## config.mk

```make
export PLATFORM = sky130hd
export DESIGN_NAME = read_data
export DESIGN_NICKNAME = d
export VERILOG_FILES = /design/src/rtl/read_data_pkg.sv /design/src/rtl/read_data_addr_gen.sv /design/src/rtl/read_data.sv
export SDC_FILE = /design/constraint.sdc
export NUM_CORES = 1
export LEC_CHECK = 0
export BUFFER_PORTS_ARGS = -buffer_cell sky130_fd_sc_hd__buf_2
export CORE_MARGIN = 5
export CORE_UTILIZATION = 55
export DETAILED_ROUTE_END_ITERATION = 10
export PLACE_DENSITY = 0.81
export SYNTH_ARGS = -nofsm -noshare
export SYNTH_HDL_FRONTEND = slang
export SYNTH_SLANG_ARGS = --single-unit
export TNS_END_PERCENT = 20
```

## constraint.sdc

```tcl
create_clock -name clk -period 6.5 [get_ports clk]
set_input_delay 0.65 -clock clk [delete_from_list [all_inputs] [get_ports clk]]
set_output_delay 0.65 -clock clk [all_outputs]
set_load 0.02 [all_outputs]
```

## src/rtl/read_data_pkg.sv

```systemverilog
// rtl/read_data_pkg.sv - shared state encoding and pixel-pair field layout for read_data
package read_data_pkg;

    typedef enum logic [2:0] {
        ST_IDLE,
        ST_START,
        ST_HBLANK,
        ST_DATA,
        ST_DONE
    } state_t;

    // Pixel-pair memory word: {R_even, G_even, B_even, R_odd, G_odd, B_odd}
    localparam int PIX_W        = 8;
    localparam int PAIR_W       = 6 * PIX_W;
    localparam int R_EVEN_LSB   = 40;
    localparam int G_EVEN_LSB   = 32;
    localparam int B_EVEN_LSB   = 24;
    localparam int R_ODD_LSB    = 16;
    localparam int G_ODD_LSB    = 8;
    localparam int B_ODD_LSB    = 0;

    // Extract one 8-bit colour channel from a pair word
    function automatic logic [PIX_W-1:0] pair_field(input logic [PAIR_W-1:0] word, input int lsb);
        return word[lsb +: PIX_W];
    endfunction

    // Width helper that never returns zero, so 1-entry ranges still get a 1-bit counter
    function automatic int max1(input int v);
        return (v < 1) ? 1 : v;
    endfunction

endpackage

```

## src/rtl/read_data_addr_gen.sv

```systemverilog
// rtl/read_data_addr_gen.sv - row/column counters and bottom-up pixel-pair address
module read_data_addr_gen
    import read_data_pkg::*;
#(
    parameter int IMAGE_WIDTH  = 768,
    parameter int IMAGE_HEIGHT = 512,
    parameter int AW           = 18
) (
    input  logic          clk,
    input  logic          reset,
    input  logic          clear,
    input  logic          advance,
    output logic [AW-1:0] addr,
    output logic          last_col,
    output logic          last_row
);

    localparam int HALF = IMAGE_WIDTH / 2;
    localparam int CW   = max1($clog2(HALF));
    localparam int RW   = max1($clog2(IMAGE_HEIGHT));

    localparam logic [CW-1:0] COL_LAST = CW'(HALF - 1);
    localparam logic [RW-1:0] ROW_LAST = RW'(IMAGE_HEIGHT - 1);
    localparam logic [AW-1:0] ROW_STEP = AW'(HALF);

    logic [CW-1:0] col;
    logic [RW-1:0] row;
    logic [RW-1:0] row_inv;

    // Column steps every DATA cycle; row steps when a row completes, wrapping after the last
    always_ff @(posedge clk or posedge reset) begin
        if (reset) begin
            col <= '0;
            row <= '0;
        end else if (clear) begin
            col <= '0;
            row <= '0;
        end else if (advance) begin
            if (last_col) begin
                col <= '0;
                row <= last_row ? '0 : row + 1'b1;
            end else begin
                col <= col + 1'b1;
            end
        end
    end

    assign last_col = (col == COL_LAST);
    assign last_row = (row == ROW_LAST);

    // BMP stores the bottom row first, so row 0 of the frame maps to the highest row base
    assign row_inv = ROW_LAST - row;
    assign addr    = AW'(row_inv) * ROW_STEP + AW'(col);

endmodule

```

## src/rtl/read_data.sv

```systemverilog
// rtl/read_data.sv - frame reader: sequences pixel-pair memory reads and presents RGB pairs
module read_data
    import read_data_pkg::*;
#(
    parameter int IMAGE_WIDTH  = 768,
    parameter int IMAGE_HEIGHT = 512,
    parameter int START_DELAY  = 100,
    parameter int H_BLANK      = 160,
    localparam int AW          = max1($clog2(IMAGE_WIDTH * IMAGE_HEIGHT / 2))
) (
    input  logic              clk,
    input  logic              reset,
    input  logic              start,
    output logic              mem_Read,
    output logic [AW-1:0]     mem_Addr,
    input  logic [PAIR_W-1:0] mem_Data,
    output logic              vertical_Pulse,
    output logic              horizontal_Pulse,
    output logic [PIX_W-1:0]  data_Red_Even,
    output logic [PIX_W-1:0]  data_Green_Even,
    output logic [PIX_W-1:0]  data_Blue_Even,
    output logic [PIX_W-1:0]  data_Red_Odd,
    output logic [PIX_W-1:0]  data_Green_Odd,
    output logic [PIX_W-1:0]  data_Blue_Odd,
    output logic              sig_Read_Done
);

    localparam int DW = 16;
    localparam logic [DW-1:0] SD_LAST = DW'((START_DELAY > 0) ? START_DELAY - 1 : 0);
    localparam logic [DW-1:0] HB_LAST = DW'((H_BLANK > 0) ? H_BLANK - 1 : 0);

    state_t        state;
    logic [DW-1:0] dly_cnt;
    logic          rd_d1;
    logic [AW-1:0] gen_addr;
    logic          last_col;
    logic          last_row;

    read_data_addr_gen #(
        .IMAGE_WIDTH  (IMAGE_WIDTH),
        .IMAGE_HEIGHT (IMAGE_HEIGHT),
        .AW           (AW)
    ) u_addr_gen (
        .clk      (clk),
        .reset    (reset),
        .clear    (state == ST_IDLE),
        .advance  (state == ST_DATA),
        .addr     (gen_addr),
        .last_col (last_col),
        .last_row (last_row)
    );

    // Frame sequencer; strobes are registered so mem_Read/mem_Addr trail the DATA state by one cycle
    always_ff @(posedge clk or posedge reset) begin
        if (reset) begin
            state          <= ST_IDLE;
            dly_cnt        <= '0;
            vertical_Pulse <= 1'b0;
            mem_Read       <= 1'b0;
            mem_Addr       <= '0;
            sig_Read_Done  <= 1'b0;
        end else begin
            vertical_Pulse <= 1'b0;
            sig_Read_Done  <= 1'b0;
            mem_Read       <= (state == ST_DATA);
            if (state == ST_DATA) begin
                mem_Addr <= gen_addr;
            end
            case (state)
                ST_IDLE: begin
                    // A start coinciding with the done pulse belongs to the finished frame
                    if (start && !sig_Read_Done) begin
                        vertical_Pulse <= 1'b1;
                        dly_cnt        <= '0;
                        state          <= (START_DELAY > 0) ? ST_START :
                                          (H_BLANK > 0)     ? ST_HBLANK : ST_DATA;
                    end
                end
                ST_START: begin
                    if (dly_cnt == SD_LAST) begin
                        dly_cnt <= '0;
                        state   <= (H_BLANK > 0) ? ST_HBLANK : ST_DATA;
                    end else begin
                        dly_cnt <= dly_cnt + 1'b1;
                    end
                end
                ST_HBLANK: begin
                    if (dly_cnt == HB_LAST) begin
                        dly_cnt <= '0;
                        state   <= ST_DATA;
                    end else begin
                        dly_cnt <= dly_cnt + 1'b1;
                    end
                end
                ST_DATA: begin
                    if (last_col) begin
                        if (last_row) begin
                            state <= ST_DONE;
                        end else if (H_BLANK > 0) begin
                            state <= ST_HBLANK;
                        end
                    end
                end
                ST_DONE: begin
                    // Both pipeline stages drained means the final pair is being presented now
                    if (!mem_Read && !rd_d1) begin
                        sig_Read_Done <= 1'b1;
                        state         <= ST_IDLE;
                    end
                end
                default: state <= ST_IDLE;
            endcase
        end
    end

    // Two-stage read pipeline: capture the memory word one cycle after the read, flag it the next
    always_ff @(posedge clk or posedge reset) begin
        if (reset) begin
            rd_d1            <= 1'b0;
            horizontal_Pulse <= 1'b0;
            data_Red_Even    <= '0;
            data_Green_Even  <= '0;
            data_Blue_Even   <= '0;
            data_Red_Odd     <= '0;
            data_Green_Odd   <= '0;
            data_Blue_Odd    <= '0;
        end else begin
            rd_d1            <= mem_Read;
            horizontal_Pulse <= rd_d1;
            if (rd_d1) begin
                data_Red_Even   <= pair_field(mem_Data, R_EVEN_LSB);
                data_Green_Even <= pair_field(mem_Data, G_EVEN_LSB);
                data_Blue_Even  <= pair_field(mem_Data, B_EVEN_LSB);
                data_Red_Odd    <= pair_field(mem_Data, R_ODD_LSB);
                data_Green_Odd  <= pair_field(mem_Data, G_ODD_LSB);
                data_Blue_Odd   <= pair_field(mem_Data, B_ODD_LSB);
            end
        end
    end

endmodule

```

After elaboration in Yosys (flattened, before gate mapping). Index checks and enable logic that the tools add are counted. Widths: inputs -> output; s select.

Register bits: 108. Bits of input ports: 51. Output and inout bits: 70. Logic and storage cells: 69.

Add/sub/neg operators: 5. Multipliers: 1. Equality and inequality tests: 13. Muxes and demuxes: 22. Reduce and logical (&&, ||, !) cells: 12.

Operator list (number): $mux 9 (7); $mux 16 (3); $pmux 16 s3 (1); $add 18x9->18 (1); $add 9x1->9 const B (2); $eq 9x9->1 const B (2); $mux 3 (6); $add 16x1->16 const B (1); $eq 16x7->1 const B (1); $eq 16x8->1 const B (1); $pmux 3 s5 (1); $mul 9x2->11 const B (1); $ne 2x2->1 const B (5); $sub 9x9->9 const A (1); $eq 3x2->1 const B (2); $reduce_and 5->1 (1); $mux 1 (4); $reduce_and 2->1 (2); $reduce_bool 2->1 (2); $eq 3x1->1 const B (1); $eq 3x3->1 const B (1); $logic_not 1->1 (3); $logic_not 3->1 (1); $reduce_bool 3->1 (1); $logic_and 1x1->1 (2).

Longest topological paths before layout.
Depth in word-level cells: 5. Gate-level depth with buffers: 10. Mapped depth without buffers: 10.

By module. Synthesis repeated with hierarchy kept, for this count alone.

Cells, all modules: 518. Area total of the unflattened synthesis: 5378.9 µm².

By module, submodules not included: read_data (instances 1, cells each 328, area an instance 3739.8 µm², sequential area each 2252.2 µm²); read_data_addr_gen (instances 1, cells each 190, area an instance 1639.1 µm², sequential area each 450.4 µm²).

Worst setup path before layout. Ideal clock, no wire load.

Path type: reg2reg. Start point: register u_addr_gen.row[1]. End point: register mem_Addr[17]. Library setup time: 132 ps. Arrival: 2331 ps. Required time: 6368 ps. Path slack: 4037 ps. Cell stages (with the launch flop): 11. Buffers on the path: 0. Period minus slack after synthesis: 2463 ps. Cells stage by stage: dfrtp_1 > inv_1 > ha_1 > inv_1 > fa_1 > nor2b_1 > o31ai_1 > xnor2_1 > and4b_1 > a31oi_1 > or3b_1.

Word-level cells in the longest chain between the ends: 3.

RTL lines: start: declaration (line read_data_addr_gen.sv:27) `logic [RW-1:0] row;`; start signal: assignment (line read_data_addr_gen.sv:41) `row <= last_row ? '0 : row + 1'b1;`; $sub 9x9->9 (line read_data_addr_gen.sv:52) `assign row_inv = ROW_LAST - row;`; $mul 9x2->11 (line read_data_addr_gen.sv:53) `assign addr = AW'(row_inv) * ROW_STEP + AW'(col);`; $add 18x9->18 (line read_data_addr_gen.sv:53); end signal: assignment (line read_data.sv:67) `mem_Addr <= gen_addr;`; end: declaration (line read_data.sv:15) `output logic [AW-1:0] mem_Addr,`.

Every way passes these cells. A chain may end at the register's enable or synchronous reset.

Final worst setup path.
Start point: register state[0]. End point: register state[0].

Word-level cells in the longest chain between the ends: 3. Elaborated cells on any way between the ends: 12. Classes of those cells: eq/ne (9); mux (1); reduce/logical (2).

RTL lines: start: declaration (line read_data.sv:32) `state_t state;`; start signal: assignment (line read_data.sv:75) `state <= (START_DELAY > 0) ? ST_START :`; start signal: assignment (line read_data.sv:82) `state <= (H_BLANK > 0) ? ST_HBLANK : ST_DATA;`; $eq 3x3->1 (tied with other cells) (line read_data.sv:69) `case (state)`; $ne 2x2->1 (no line); $reduce_and 5->1 (no line).

Parallel ways exist; a longest one is shown, timed or not.

==> results.toml <==
[finish]
fin_nets = 665
final_common_cell = "buf_2"
syn_to_final_growth_pct = 17.0
fin_util_pct = 66.2
drive_gt1_share_pct = 33.4
final_cell_mix = "buf_2 (120), dfrtp_1 (107), nand2_1 (59)"
finalNonFillerCells = 724
diodes = 0

[cts]
htreeDepth = 3
cts-root-buf = "clkbuf_8"
cts_buffers = 9
cts_resized = 0
cts.clk_slew.worst_paths_ns = 0.11
clk_latency_ns = 0.37
ctsHoldBuffers = 0
cts_setup_buffers = 0
clock_sinks = 108
tritoncts = "built"
clockBufferDepth = 2

[power_and_ir_drop]
ir_drop_uv = 189
leakage_nw = 2.97
powerDensity_nw_per_um2 = 412
clock_power_share_pct = 15.9
combPwrFrac_pct = 39.8
p_int_mw = 1.48
p_sw_mw = 1.05
seqPwrFrac_pct = 44.3
switching_share_pct = 41.5

[global_route]
grt_pass1_wl_um = 18200
antenna_found_initial = 0
grt_overflow_total = 0
grt_use_total_pct = 19.6
grt_pass1_vias = 3810
grt_max_degree = 67

[timing]
hold_violations = 0
final-setup-viol-count = 0
fin_crit_ns = 2.81
rsz0062_at_grt = "no"
final.setup_skew_ns = 0.0138
fmax_mhz = 355
maxSlewViolCount = 0
fin_crit_sh_pct = 43.3
max-slew-margin-rel_pct = 30.5
tightest_slew_ns = 1.04
setup_ws_ns = 3.69
tns_ns = 0

[status]
status = "complete, no violations"

[floorplan]
core.rowCount = 35
start_util_pct = 56.6
io_pins = 121
coreArea_um2 = 9280
die_area_um2 = 11600
die_x_um = 108
die_height_um = 108

[worst_setup_path]
crit_buf_inv = 1
critPathCaptureType = "flop"
crit_arrival_ns = 3.06
required_ns = 6.75
crit_fanout = 32
critPathSlowestCell = "clkinv_1"
max_stage_delay_ns = 0.57
crit_type = "reg2reg"
worstPathCellList = "nand2_1 > or2_2 > clkinv_1 > o21a_1 > a2111oi_4 > mux2_1"
cp-start-kind = "flop"
critical_path.top_delay_family = "compound AO/OA/AOI/OAI gates"

[yosys]
synthArstFlopShare_pct = 100
netlist_instances = 476
synth_ff_type = "dfrtp_1"
ys_ff_latch = 108
synth_top_family_by_area = "simple AND/OR/NAND/NOR gates"
netlist_area_um2 = 5250
synth-edff-count = 0
synthSimpleGateAreaFrac_pct = 14.9
synth-adder-area-share_pct = 6.00
synth_compound_area_share_pct = 9.05
synth_nets = 551
yosys_warnings = 0
synth_cell_types = 56
yosys.area_share.xor_xnor_pct = 4.83
yosysSeqAreaShare_pct = 51.4
synth_area_per_cell_um2 = 11.0
synthMuxAreaShare_pct = 10.9

[detailed_routing]
drtIter0Drc = 230
detail-route-antenna-nets = 0
wl_per_cell_um = 15.4
via_per_inst = 5.37
first_pass_iters = 4
totalWireLength_um = 11200
route.detailed.drc = 0
via_count = 3888

[placed_design]
place_congestion = 0.863
place_ws_ns = 3.70
dp.cells = 708
hpwl_um = 8470
portBuffers = 120

[min_path]
hp-class = "in2async"

[flow_run]
drv_cap = 0
[cell usage after synthesis, types with 2 or more instances]
| cell | instances | area (um2) |
|---|---|---|
| nand3_1 | 7 | 35.0 |
| nor3b_1 | 6 | 45.0 |
| inv_1 | 17 | 63.8 |
| and4_1 | 3 | 26.3 |
| buf_2 | 2 | 10.0 |
| nor3_1 | 8 | 40.0 |
| nor4_1 | 3 | 18.8 |
| a21o_1 | 2 | 15.0 |
| nand4_1 | 12 | 75.1 |
| o31ai_1 | 5 | 37.5 |
| fa_1 | 2 | 40.0 |
| or3_1 | 8 | 50.1 |
| nor2_1 | 35 | 131 |
| nor2b_1 | 2 | 12.5 |
| clkbuf_1 | 9 | 33.8 |
| buf_1 | 5 | 18.8 |
| a211o_1 | 2 | 17.5 |
| a22o_1 | 3 | 26.3 |
| ha_1 | 22 | 275 |
| o21a_1 | 3 | 22.5 |
| and3_1 | 5 | 31.3 |
| a31oi_1 | 2 | 12.5 |
| a21oi_1 | 17 | 85.1 |
| xnor2_1 | 13 | 114 |
| o21ai_0 | 19 | 95.1 |
| nand2b_1 | 2 | 12.5 |
| buf_6 | 2 | 22.5 |
| dfrtp_1 | 108 | 2700 |
| a211oi_1 | 2 | 15.0 |
| or2_2 | 3 | 18.8 |
| xor2_1 | 16 | 140 |
| nand2_1 | 59 | 221 |
| mux2_2 | 49 | 552 |
[area by class of cell]
type / count / area [um2]
sequential: 108 / 2700
inverter: 18 / 70.1
multi-input combinational: 332 / 2400
timing repair buffer: 121 / 608
clock buffer: 9 / 124
clock inverter: 7 / 80.1
tap: 129 / 161
fill: 722 / 3140
[worst reg2reg max path, delay by kind of cell (launching register included)]
family | cells | cell delay, ns
multiplexers | 1 | 0.37
AND/OR/NAND/NOR | 2 | 0.59
buffers and inverters | 1 | 0.57
AO/OA/AOI/OAI | 2 | 0.68
flip-flops | 1 | 0.50
[kinds of logic (layout without fill, tap and decap cells)]
logic type / Yosys count / after routing
compound gates: 68 / 68
xor+xnor: 29 / 29
fa+ha+maj: 24 / 24
buf+inv: 36 / 155
flops: 108 / 108
mux: 51 / 51
simple gates: 160 / 160
[power by group through the flow]
| stage | logic [mW] | registers [mW] | clock network (mW) |
|---|---|---|---|
| finish | 1.01 | 1.12 | 0.403 |
| global route | 1.10 | 1.15 | 0.442 |
| CTS | 1.02 | 1.12 | 0.412 |
| detailed placement | 1.02 | 1.13 | 0 |
| global placement | 0.987 | 1.12 | 0 |
| floorplan | 0.503 | 1.31 | 0 |
[routing by layer]
layer	up-vias	part of all wire (%)	GRT usage, %
li1	1886	-	-
met1	1873	43	24.2
met2	116	50	34.5
met3	13	6.3	4.86
met4	0	1.2	4.33
met5	-	0	0
[per-stage QoR]
stage               total power, mW  instance area [um2]  hold slack, ns
finish                         2.53                 6150           0.292
global route                   2.69                 6150           0.326
CTS                            2.55                 6150           0.303
detailed placement             2.15                 5940           0.416
global placement               2.10                 5940           0.429
floorplan                      1.81                 5250           0.352
[sequential cells by signal, summed over array words and instances (netlist names)]
register          flops
sig_Read_Done         1
horizontal_Pulse      1
rd_d1                 1
vertical_Pulse        1
mem_Addr             18
mem_Read              1
u_addr_gen.col        9
dly_cnt              16
data_Red_Even         8
data_Red_Odd          8
data_Blue_Even        8
data_Green_Odd        8
data_Green_Even       8
state                 3
u_addr_gen.row        9
data_Blue_Odd         8
[final timing paths]
| kind | start | endpoint | slack (ns) | cells past startpoint |
|---|---|---|---|---|
| max | state[0]$_DFFE_PP0P_ | state[0]$_DFFE_PP0P_ | 3.69 | 6 |
| min | reset | data_Blue_Odd[1]$_DFFE_PP0P_ | 0.29 | 2 |
| max reg2reg | state[0]$_DFFE_PP0P_ | state[0]$_DFFE_PP0P_ | 3.69 | 6 |
| min reg2reg | mem_Read$_DFF_PP0_ | rd_d1$_DFF_PP0_ | 0.44 | 0 |
| max in group asynchronous | reset | rd_d1$_DFF_PP0_ | 4.97 | 3 |
| min in group clk | mem_Read$_DFF_PP0_ | rd_d1$_DFF_PP0_ | 0.44 | 0 |
No activity file was read; power rests on OpenSTA's default activity.
